**config.mk**
```make
export PLATFORM = sky130hd
export DESIGN_NAME = mole_scheduler_flat
export DESIGN_NICKNAME = d
export VERILOG_FILES = /design/src/rtl/mole_scheduler_if.sv /design/src/rtl/mole_scheduler.sv /design/src/flat_wrapper.sv
export SDC_FILE = /design/constraint.sdc
export NUM_CORES = 1
export LEC_CHECK = 0
export CORE_MARGIN = 1.5
export CORE_UTILIZATION = 62
export CTS_BUF_LIST = sky130_fd_sc_hd__clkbuf_8
export DETAILED_ROUTE_END_ITERATION = 8
export PLACE_DENSITY = 0.83
export SLEW_MARGIN = 25
export SYNTH_ARGS = -nofsm -noshare
export SYNTH_HDL_FRONTEND = slang
export SYNTH_SLANG_ARGS = --single-unit
```
**constraint.sdc**
```tcl
create_clock -name clk -period 4.4 [get_ports clk]
set_clock_uncertainty 0.2 [all_clocks]
set_input_delay 0.88 -clock clk [delete_from_list [all_inputs] [get_ports clk]]
set_output_delay 0.88 -clock clk [all_outputs]
set_load 0.05 [all_outputs]
```
**src/rtl/mole_scheduler_if.sv**
```systemverilog
// Signal bundle between the whack-a-mole game side and the round scheduler.
// Game side drives start/game_end/rand_seg/hit/wrong; scheduler drives mole state,
// spawn/timeout pulses, level and miss count. master = game side, slave = scheduler.
interface mole_scheduler_if;
  logic       start;
  logic       game_end;
  logic [2:0] rand_seg;
  logic       hit;
  logic       wrong;
  logic       mole_up;
  logic [2:0] mole_seg;
  logic       spawn;
  logic       timeout;
  logic [2:0] level;
  logic [7:0] miss_cnt;

  modport master (
    output start, game_end, rand_seg, hit, wrong,
    input  mole_up, mole_seg, spawn, timeout, level, miss_cnt
  );

  modport slave (
    input  start, game_end, rand_seg, hit, wrong,
    output mole_up, mole_seg, spawn, timeout, level, miss_cnt
  );
endinterface

```
**src/rtl/mole_scheduler.sv**
```systemverilog
// Round scheduler: spawns moles after a fixed gap, times their window (shrinking per level), counts misses.
// Latency: every input event is reflected on the registered outputs one clock after it is sampled.
// No backpressure: hit/wrong/start are single-cycle pulses; clk/rst_n plain, everything else via sif (slave).
module mole_scheduler #(
  parameter int TICK_DIV       = 20000,
  parameter int WIN_BASE       = 1000,
  parameter int WIN_STEP       = 150,
  parameter int WIN_MIN        = 250,
  parameter int GAP_TICKS      = 200,
  parameter int HITS_PER_LEVEL = 5,
  parameter int MAX_LEVEL      = 7
) (
  input  logic              clk,
  input  logic              rst_n,
  mole_scheduler_if.slave   sif
);

  localparam int              TW        = (TICK_DIV > 1) ? $clog2(TICK_DIV) : 1;
  localparam logic [TW-1:0]   TICK_LAST = TW'(TICK_DIV - 1);
  localparam logic [15:0]     GAP_T     = 16'(GAP_TICKS);
  localparam logic [15:0]     W_BASE    = 16'(WIN_BASE);
  localparam logic [15:0]     W_STEP    = 16'(WIN_STEP);
  localparam logic [15:0]     W_MIN     = 16'(WIN_MIN);
  localparam logic [2:0]      LVL_MAX   = 3'(MAX_LEVEL);
  localparam logic [7:0]      HPL       = 8'(HITS_PER_LEVEL);

  typedef enum logic [1:0] {S_IDLE, S_GAP, S_UP, S_DONE} state_t;

  state_t          state_q;
  logic [TW-1:0]   tick_q;
  logic [15:0]     ev_q;
  logic [15:0]     win_q;
  logic [7:0]      hits_q;
  logic [2:0]      level_q;
  logic [7:0]      miss_q;
  logic [2:0]      seg_q;
  logic            mole_up_q;
  logic            spawn_q;
  logic            timeout_q;
  logic            blank_q;   // set for the one cycle after an accepted start

  logic            tick_wrap;
  logic            gap_done;
  logic            win_done;
  logic            end_eff;
  logic            restart;
  logic [15:0]     prod;
  logic [16:0]     diff;
  logic [15:0]     win_d;
  logic [8:0]      miss_sum;
  logic [7:0]      miss_d;
  logic [7:0]      hits_d;
  logic [2:0]      level_d;
  logic [2:0]      seg_d;

  always_comb begin
    tick_wrap = (tick_q == TICK_LAST);
    gap_done  = tick_wrap && ((ev_q + 16'd1) == GAP_T);
    win_done  = tick_wrap && ((ev_q + 16'd1) == win_q);
    // The timer may drop game_end a cycle late after a restart; mask it that cycle.
    end_eff   = sif.game_end && !blank_q;
    // In GAP/UP a simultaneous game_end beats start; IDLE/DONE always accept start.
    restart   = sif.start && ((state_q == S_IDLE) || (state_q == S_DONE) || !end_eff);

    // Window from the current level; the 17th bit catches subtraction underflow.
    prod      = 16'(level_q) * W_STEP;
    diff      = {1'b0, W_BASE} - {1'b0, prod};
    win_d     = (diff[16] || (diff[15:0] < W_MIN)) ? W_MIN : diff[15:0];

    seg_d     = (sif.rand_seg == 3'd7) ? 3'd0 : sif.rand_seg;

    // A wrong press and an unhit expiry in the same cycle both count.
    miss_sum  = {1'b0, miss_q} + 9'(sif.wrong) + 9'(win_done && !sif.hit);
    miss_d    = miss_sum[8] ? 8'hFF : miss_sum[7:0];

    hits_d    = hits_q + 8'd1;
    level_d   = level_q;
    if (hits_d >= HPL) begin
      hits_d = 8'd0;
      if (level_q < LVL_MAX) level_d = level_q + 3'd1;
    end
  end

  always_ff @(posedge clk) begin
    if (!rst_n) begin
      state_q   <= S_IDLE;
      tick_q    <= '0;
      ev_q      <= '0;
      win_q     <= '0;
      hits_q    <= '0;
      level_q   <= '0;
      miss_q    <= '0;
      seg_q     <= '0;
      mole_up_q <= 1'b0;
      spawn_q   <= 1'b0;
      timeout_q <= 1'b0;
      blank_q   <= 1'b0;
    end else begin
      spawn_q   <= 1'b0;
      timeout_q <= 1'b0;
      blank_q   <= 1'b0;
      if (tick_wrap) begin
        tick_q <= '0;
        ev_q   <= ev_q + 16'd1;
      end else begin
        tick_q <= tick_q + TW'(1);
      end

      if (restart) begin
        state_q   <= S_GAP;
        level_q   <= '0;
        miss_q    <= '0;
        hits_q    <= '0;
        mole_up_q <= 1'b0;
        tick_q    <= '0;
        ev_q      <= '0;
        blank_q   <= 1'b1;
      end else begin
        case (state_q)
          S_GAP: begin
            if (end_eff) begin
              state_q <= S_DONE;
              tick_q  <= '0;
              ev_q    <= '0;
            end else if (gap_done) begin
              state_q   <= S_UP;
              tick_q    <= '0;
              ev_q      <= '0;
              seg_q     <= seg_d;
              mole_up_q <= 1'b1;
              spawn_q   <= 1'b1;
              win_q     <= win_d;
            end
          end
          S_UP: begin
            if (end_eff) begin
              state_q   <= S_DONE;
              mole_up_q <= 1'b0;
              tick_q    <= '0;
              ev_q      <= '0;
            end else begin
              miss_q <= miss_d;
              if (sif.hit) begin
                state_q   <= S_GAP;
                mole_up_q <= 1'b0;
                hits_q    <= hits_d;
                level_q   <= level_d;
                tick_q    <= '0;
                ev_q      <= '0;
              end else if (win_done) begin
                state_q   <= S_GAP;
                mole_up_q <= 1'b0;
                timeout_q <= 1'b1;
                tick_q    <= '0;
                ev_q      <= '0;
              end
            end
          end
          default: begin
            // IDLE/DONE: counters parked until the next start.
            tick_q <= '0;
            ev_q   <= '0;
          end
        endcase
      end
    end
  end

  assign sif.mole_up  = mole_up_q;
  assign sif.mole_seg = seg_q;
  assign sif.spawn    = spawn_q;
  assign sif.timeout  = timeout_q;
  assign sif.level    = level_q;
  assign sif.miss_cnt = miss_q;

endmodule

```
**src/flat_wrapper.sv**
```systemverilog
// flat-port wrapper written by rule: the top's interface ports become plain ports
module mole_scheduler_flat 
#(
  parameter int TICK_DIV       = 20000,
  parameter int WIN_BASE       = 1000,
  parameter int WIN_STEP       = 150,
  parameter int WIN_MIN        = 250,
  parameter int GAP_TICKS      = 200,
  parameter int HITS_PER_LEVEL = 5,
  parameter int MAX_LEVEL      = 7
)
  (clk, rst_n, sif_start, sif_game_end, sif_rand_seg, sif_hit, sif_wrong, sif_mole_up, sif_mole_seg, sif_spawn, sif_timeout, sif_level, sif_miss_cnt);
  mole_scheduler_if sif_i ();
  input  logic clk;
  input  logic rst_n;
  input wire logic [$bits(sif_i.start)-1:0] sif_start;
  input wire logic [$bits(sif_i.game_end)-1:0] sif_game_end;
  input wire logic [$bits(sif_i.rand_seg)-1:0] sif_rand_seg;
  input wire logic [$bits(sif_i.hit)-1:0] sif_hit;
  input wire logic [$bits(sif_i.wrong)-1:0] sif_wrong;
  output wire logic [$bits(sif_i.mole_up)-1:0] sif_mole_up;
  output wire logic [$bits(sif_i.mole_seg)-1:0] sif_mole_seg;
  output wire logic [$bits(sif_i.spawn)-1:0] sif_spawn;
  output wire logic [$bits(sif_i.timeout)-1:0] sif_timeout;
  output wire logic [$bits(sif_i.level)-1:0] sif_level;
  output wire logic [$bits(sif_i.miss_cnt)-1:0] sif_miss_cnt;
  assign sif_i.start = sif_start;
  assign sif_i.game_end = sif_game_end;
  assign sif_i.rand_seg = sif_rand_seg;
  assign sif_i.hit = sif_hit;
  assign sif_i.wrong = sif_wrong;
  assign sif_mole_up = sif_i.mole_up;
  assign sif_mole_seg = sif_i.mole_seg;
  assign sif_spawn = sif_i.spawn;
  assign sif_timeout = sif_i.timeout;
  assign sif_level = sif_i.level;
  assign sif_miss_cnt = sif_i.miss_cnt;
  mole_scheduler #(.TICK_DIV(TICK_DIV), .WIN_BASE(WIN_BASE), .WIN_STEP(WIN_STEP), .WIN_MIN(WIN_MIN), .GAP_TICKS(GAP_TICKS), .HITS_PER_LEVEL(HITS_PER_LEVEL), .MAX_LEVEL(MAX_LEVEL)) u_core (.clk(clk), .rst_n(rst_n), .sif(sif_i));
endmodule
```
## Yosys cells after proc, flatten, opt, wreduce, memory -nomap -nowiden

Cells that the tools add are included.

- Bits in registers: 75
- Logic and storage cells: 100
- Input bits: 9
- Output and inout bits: 17

- Add/sub/neg operators: 7
- Eq/ne operators: 13
- Bitwise gates (word level): 5
- Multiply operators: 1
- Mux-type cells: 34
- Reduce and logical (&&, ||, !) cells: 24
- $lt $le $gt $ge: 3

Operator list:

| kind | number |
|---|---|
| 2-to-1 mux 16 bit | 7 |
| 2-to-1 mux 15 bit | 6 |
| one-hot mux 16 bit (2 select lines) | 1 |
| one-hot mux 15 bit (2 select lines) | 1 |
| adder 16 x 1 -> 16 bit (second input constant) | 1 |
| equality test 16 bit | 1 |
| equality test 16 x 8 -> 1 bit (second input constant) | 1 |
| less-than comparator 16 x 8 -> 1 bit (second input constant) | 1 |
| 2-to-1 mux 8 bit | 2 |
| adder 15 x 1 -> 15 bit (second input constant) | 1 |
| equality test 15 bit (second input constant) | 1 |
| subtractor 10 x 11 -> 12 bit (first input constant) | 1 |
| multiplier 3 x 7 -> 10 bit (second input constant) | 1 |
| 2-to-1 mux 2 bit | 5 |
| adder 8 x 1 -> 9 bit | 1 |
| adder 9 x 1 -> 9 bit | 1 |
| 2-to-1 mux 1 bit | 9 |
| AND reduction 3 bit | 3 |
| adder 8 x 1 -> 8 bit (second input constant) | 1 |
| greater-or-equal comparator 8 x 3 -> 1 bit (second input constant) | 1 |
| AND reduction 4 bit | 2 |
| logical AND 1 bit | 5 |
| inequality test 5 x 2 -> 1 bit (second input constant) | 1 |
| NOT 1 bit | 5 |
| 23 further kinds | 28 |

## Logic depth before layout (Yosys ltp)

- Depth in word-level cells: 8
- Depth in mapped cells: 15
- Mapped depth without buffers: 14

## Least setup slack after synthesis

No wires, ideal clock.

- Path type: reg-to-reg
- Start: reg u_core.level_q[2], in the netlist u_core.sif.level[2]
- End: reg u_core.win_q[1]
- Period minus slack after synthesis: 3.728 ns
- Slack: 0.672 ns
- Library setup time: 0.070 ns
- Required time: 4.130 ns
- Stages on the path, launching flop included: 13
- Buffers on the path: 1
- Arrival time: 3.458 ns
- Cells stage by stage: dfxtp_1 -> clkbuf_1 -> inv_1 -> ha_1 -> xnor2_1 -> ha_1 -> o21ai_0 -> nand3_1 -> or4b_1 -> a21oi_1 -> o32ai_1 -> and3_1 -> a21oi_1

- Word-level cells in the longest chain between the ends: 5

RTL lines:

| what | line | text |
|---|---|---|
| start, declared | mole_scheduler.sv:34 | `logic [2:0] level_q;` |
| start signal, assigned | mole_scheduler.sv:147 | `level_q <= level_d;` |
| multiplier 3 x 7 -> 10 bit * | mole_scheduler.sv:66 | `prod = 16'(level_q) * W_STEP;` |
| subtractor 10 x 11 -> 12 bit * | mole_scheduler.sv:67 | `diff = {1'b0, W_BASE} - {1'b0, prod};` |
| less-than comparator 16 x 8 -> 1 bit | mole_scheduler.sv:68 | `win_d = (diff[16] \|\| (diff[15:0] < W_MIN)) ? W_MIN : diff[15:0];` |
| logical OR 1 bit * | mole_scheduler.sv:68 |  |
| 2-to-1 mux 16 bit * | mole_scheduler.sv:68 |  |
| end signal, assigned | mole_scheduler.sv:132 | `win_q <= win_d;` |
| end, declared | mole_scheduler.sv:32 | `logic [15:0] win_q;` |

Mark *: on every way between the ends. The rest lies on a longest branch, timed or not.
A chain may end at the register's enable or synchronous reset.

## Worst setup path after layout

- Start: reg u_core.level_q[2], in the netlist u_core.sif.level[2]
- End: reg u_core.win_q[6]

- Word-level cells in the longest chain between the ends: 5

RTL lines:

| what | line |
|---|---|
| multiplier 3 x 7 -> 10 bit * | mole_scheduler.sv:66 |
| subtractor 10 x 11 -> 12 bit * | mole_scheduler.sv:67 |
| less-than comparator 16 x 8 -> 1 bit | mole_scheduler.sv:68 |
| logical OR 1 bit | mole_scheduler.sv:68 |
| 2-to-1 mux 16 bit * | mole_scheduler.sv:68 |

Marks and branches as above.

==> results.txt <==
Ys async rst share -> 0
Initial Util -> 0.639
Total negative setup slack -> 0 ns
Post-CTS sizing -> 0
Crit Path Class -> register to register
Syn Area/Cell -> 8.01 sq um
Max Buffers Root-to-Sink -> 2
Post-synthesis sequential area ratio -> 0.325
Post-DR vias/cell -> 6.09
Vias in the first global route -> 3506
Number of flops mapped to enable cells by yosys -> 0
Pwr Total -> 1.27 mW
Ranking of synthesized cells by area -> dfxtp_1 (32%), xnor2_1 (6.3%), xor2_1 (6.3%), nor2_1 (5.8%), ha_1 (4.6%)
Total Wirelength -> 9410 microns
Ports -> 26
Core area -> 6760 sq um
First-pass GRT wire length -> 15700 microns
H-tree levels -> 3
Gpl congestion -> 0.961
Slew margin rel. -> 0.570
DRT antenna net count -> 0
Req. time, crit path -> 4.46 ns
Largest net degree at the start of global routing -> 19
Nets -> 576
Synth Area in XOR/XNOR -> 0.126
Internal -> 995 uW
VDD IR-drop max -> 169 uV
Hold_buf cts -> 0
Final slew viol count -> 0
Clock root cell -> clkbuf_8
Layout cells sized above 1 -> 0.0561
Synthesis Warnings -> 0
Fin crit period -> 3.86 ns
Row Count -> 30
DRC Markers -> 0
DP Worst Slack -> 0.679 ns
Count of input and output buffers -> 25
Unique masters post-synth -> 66
Switching part of the total -> 0.214
GRT Overall Usage -> 0.259
Synth Area in Simple Gates -> 0.304
Total CTS buffers -> 9
Max-cap violations -> 0
Post-synth top area cell -> dfxtp_1
RSZ-0062 raised after global routing -> false
CP Launch Type -> register
Adder-cell share of the synthesized area -> 0.0510
Congestion Overflow GR -> 0
Achievable frequency -> 259 MHz
Post-CTS setup buffer count -> 0
Part of the power in the clock network -> 0.437
TritonCTS clock tree -> done
Comb power frac -> 0.056
Final HPWL from detailed placement -> 7070 microns
Mux share of post-synthesis cell area -> 0.0119
CP max FO -> 13
First DRT Iteration DRCs -> 214
Syn Nets -> 565
Compound-Gate Fraction of Synth Area -> 0.136
Post-synth top area share -> 0.325
# setup viols final -> 0
First-pass DRT Iterations -> 5
Die ar. -> 7470 sq um
Largest family of logic cells by synthesized area -> simple AND/OR/NAND/NOR gates
Clock latency at the later pin of the worst-skew pair -> 0.34 ns
Worst setup margin -> 0.541 ns
FF+latch count, synth -> 70
Outcome -> finished, final reports clean
CP endpoint kind -> register
Clk sinks -> 70
PD cells -> 266 nW/um^2
Die W -> 86.5 microns
DR WL/cell -> 14.9 microns
Hold Vio Cnt, Final -> 0
Die Ht -> 86.5 microns
Layout area overhead -> 10.1%
Least-Margin Pin Slew -> 0.637 ns
Antenna violations before repair -> 0
Post-Syn Instances -> 539
Inserted Diodes -> 0
Reg clk slew, reported paths -> 0.07 ns
Main synth FF type -> dfxtp_1
CP arrival -> 3.92 ns
Lkg Pwr -> 1.68 nW
Mapped Area -> 4320 sq um
NetSw -> 272 uW
Seq pwr share -> 0.507
DR vias -> 3853
Hold crit path type -> register to register
Fin crit share -> 0.877
-- through the flow --
step | hold WS, ns | util | area, sq um | instances
3_5_place_dp | 0.232 | 0.673 | 4540 | 619
3_3_place_gp | 0.225 | 0.673 | 4540 | 619
6_report | 0.239 | 0.704 | 4750 | 633
5_1_grt | 0.265 | 0.704 | 4750 | 633
2_1_floorplan | 0.213 | - | 4320 | 539
4_1_cts | 0.244 | 0.704 | 4750 | 633
-- sequential cells by signal (all words and copies together) (netlist names), 2 cells and up --
register	cells
u_core.tick_q	15
u_core.sif.level	3
u_core.sif.miss_cnt	8
u_core.state_q	2
u_core.sif.mole_seg	3
u_core.hits_q	8
u_core.ev_q	16
u_core.win_q	11
-- power by group through the flow --
| stage | registers [mW] | clock network (mW) | logic (mW) |
|---|---|---|---|
| CTS | 0.642 | 0.564 | 0.0707 |
| global route | 0.642 | 0.595 | 0.0783 |
| floorplan | 0.661 | 0 | 0.0425 |
| finish | 0.642 | 0.554 | 0.0713 |
| global placement | 0.656 | 0 | 0.0686 |
| detailed placement | 0.656 | 0 | 0.0702 |
-- cell type report --
class | count | area (sq um)
inverter | 17 | 63.8
clock inverter | 4 | 72.6
timing repair buffer | 27 | 265
multi-input combinational | 425 | 2710
fill | 575 | 2000
clock buffer | 10 | 138
sequential | 70 | 1400
tap | 80 | 100
-- cell usage in the layout, fill, tap and decap left out, types with 3 or more instances in the layout --
master,instances
a41oi_1,4
a31oi_1,6
nor3_1,19
nor3b_1,3
a211oi_1,3
dfxtp_1,70
inv_1,16
ha_1,16
or2_2,6
xor2_1,31
nor2_1,67
xnor2_1,31
or3_1,5
nand2b_1,8
o21a_1,3
nand3_1,28
and3_1,14
clkdlybuf4s50_1,25
a21oi_1,31
nor4b_1,3
nand2_1,50
mux2i_1,4
clkbuf_8,10
a311oi_1,3
and2_1,12
nor2b_1,3
nand4_1,7
and4_1,5
o21ai_0,13
nor4_1,7
-- synthesized netlist by cell type (all sizes together) (2+ instances only) --
cell / count
a21oi: 31
a211o: 2
or2: 6
o221ai: 2
nor2: 67
nand4: 9
xnor2: 31
a211oi: 3
and2: 12
and3: 14
o32ai: 2
xor2: 31
o21bai: 2
a31oi: 6
dfxtp: 70
nand3b: 2
o22ai: 2
clkbuf: 13
nor3: 19
nor2b: 3
a21bo: 2
o21a: 3
o311ai: 2
nand2: 50
or3: 5
mux2i: 4
o21ai: 13
nand4b: 2
nor3b: 3
o31a: 2
nand2b: 8
nor4: 8
and4: 5
and4b: 2
nor4b: 3
inv: 16
a311oi: 3
buf: 14
ha: 16
a41oi: 4
nand3: 28
or4b: 2
or4: 2
-- cells by family after synthesis --
logic type,after synthesis
xor+xnor,62
buf+inv,44
mux,5
fa+ha+maj,17
flops,70
simple gates,252
compound gates,89
-- routing by layer --
metal | up-vias | part of all wire | global-route usage
met5 | - | 0 | 0
met3 | 18 | 0.047 | 0.0390
met2 | 115 | 0.48 | 0.446
met4 | 0 | 0.017 | 0.0850
met1 | 1806 | 0.45 | 0.331
li1 | 1914 | - | -
-- worst max-delay path, cell delays in order (launching register included) --
cell     delay [ns]
dfxtp_1        0.60
inv_1          0.22
ha_1           0.40
xnor2_1        0.16
ha_1           0.24
o21ai_0        0.39
nand3_1        0.33
or4b_1         0.55
a21oi_1        0.16
o32ai_1        0.12
and3_1         0.25
a21oi_1        0.16
-- worst paths after layout --
check / endpoint / depth (start not counted) / slack (ns) / startpoint
max: u_core.win_q[6]$_SDFFE_PN0P_ / 11 / 0.54 / u_core.sif.level[2]$_SDFFE_PP0P_
min: u_core.tick_q[0]$_SDFF_PP0_ / 1 / 0.24 / u_core.tick_q[0]$_SDFF_PP0_
max reg2reg: u_core.win_q[6]$_SDFFE_PN0P_ / 11 / 0.54 / u_core.sif.level[2]$_SDFFE_PP0P_
min reg2reg: u_core.tick_q[0]$_SDFF_PP0_ / 1 / 0.24 / u_core.tick_q[0]$_SDFF_PP0_
Power figures use the tool's default switching activity.
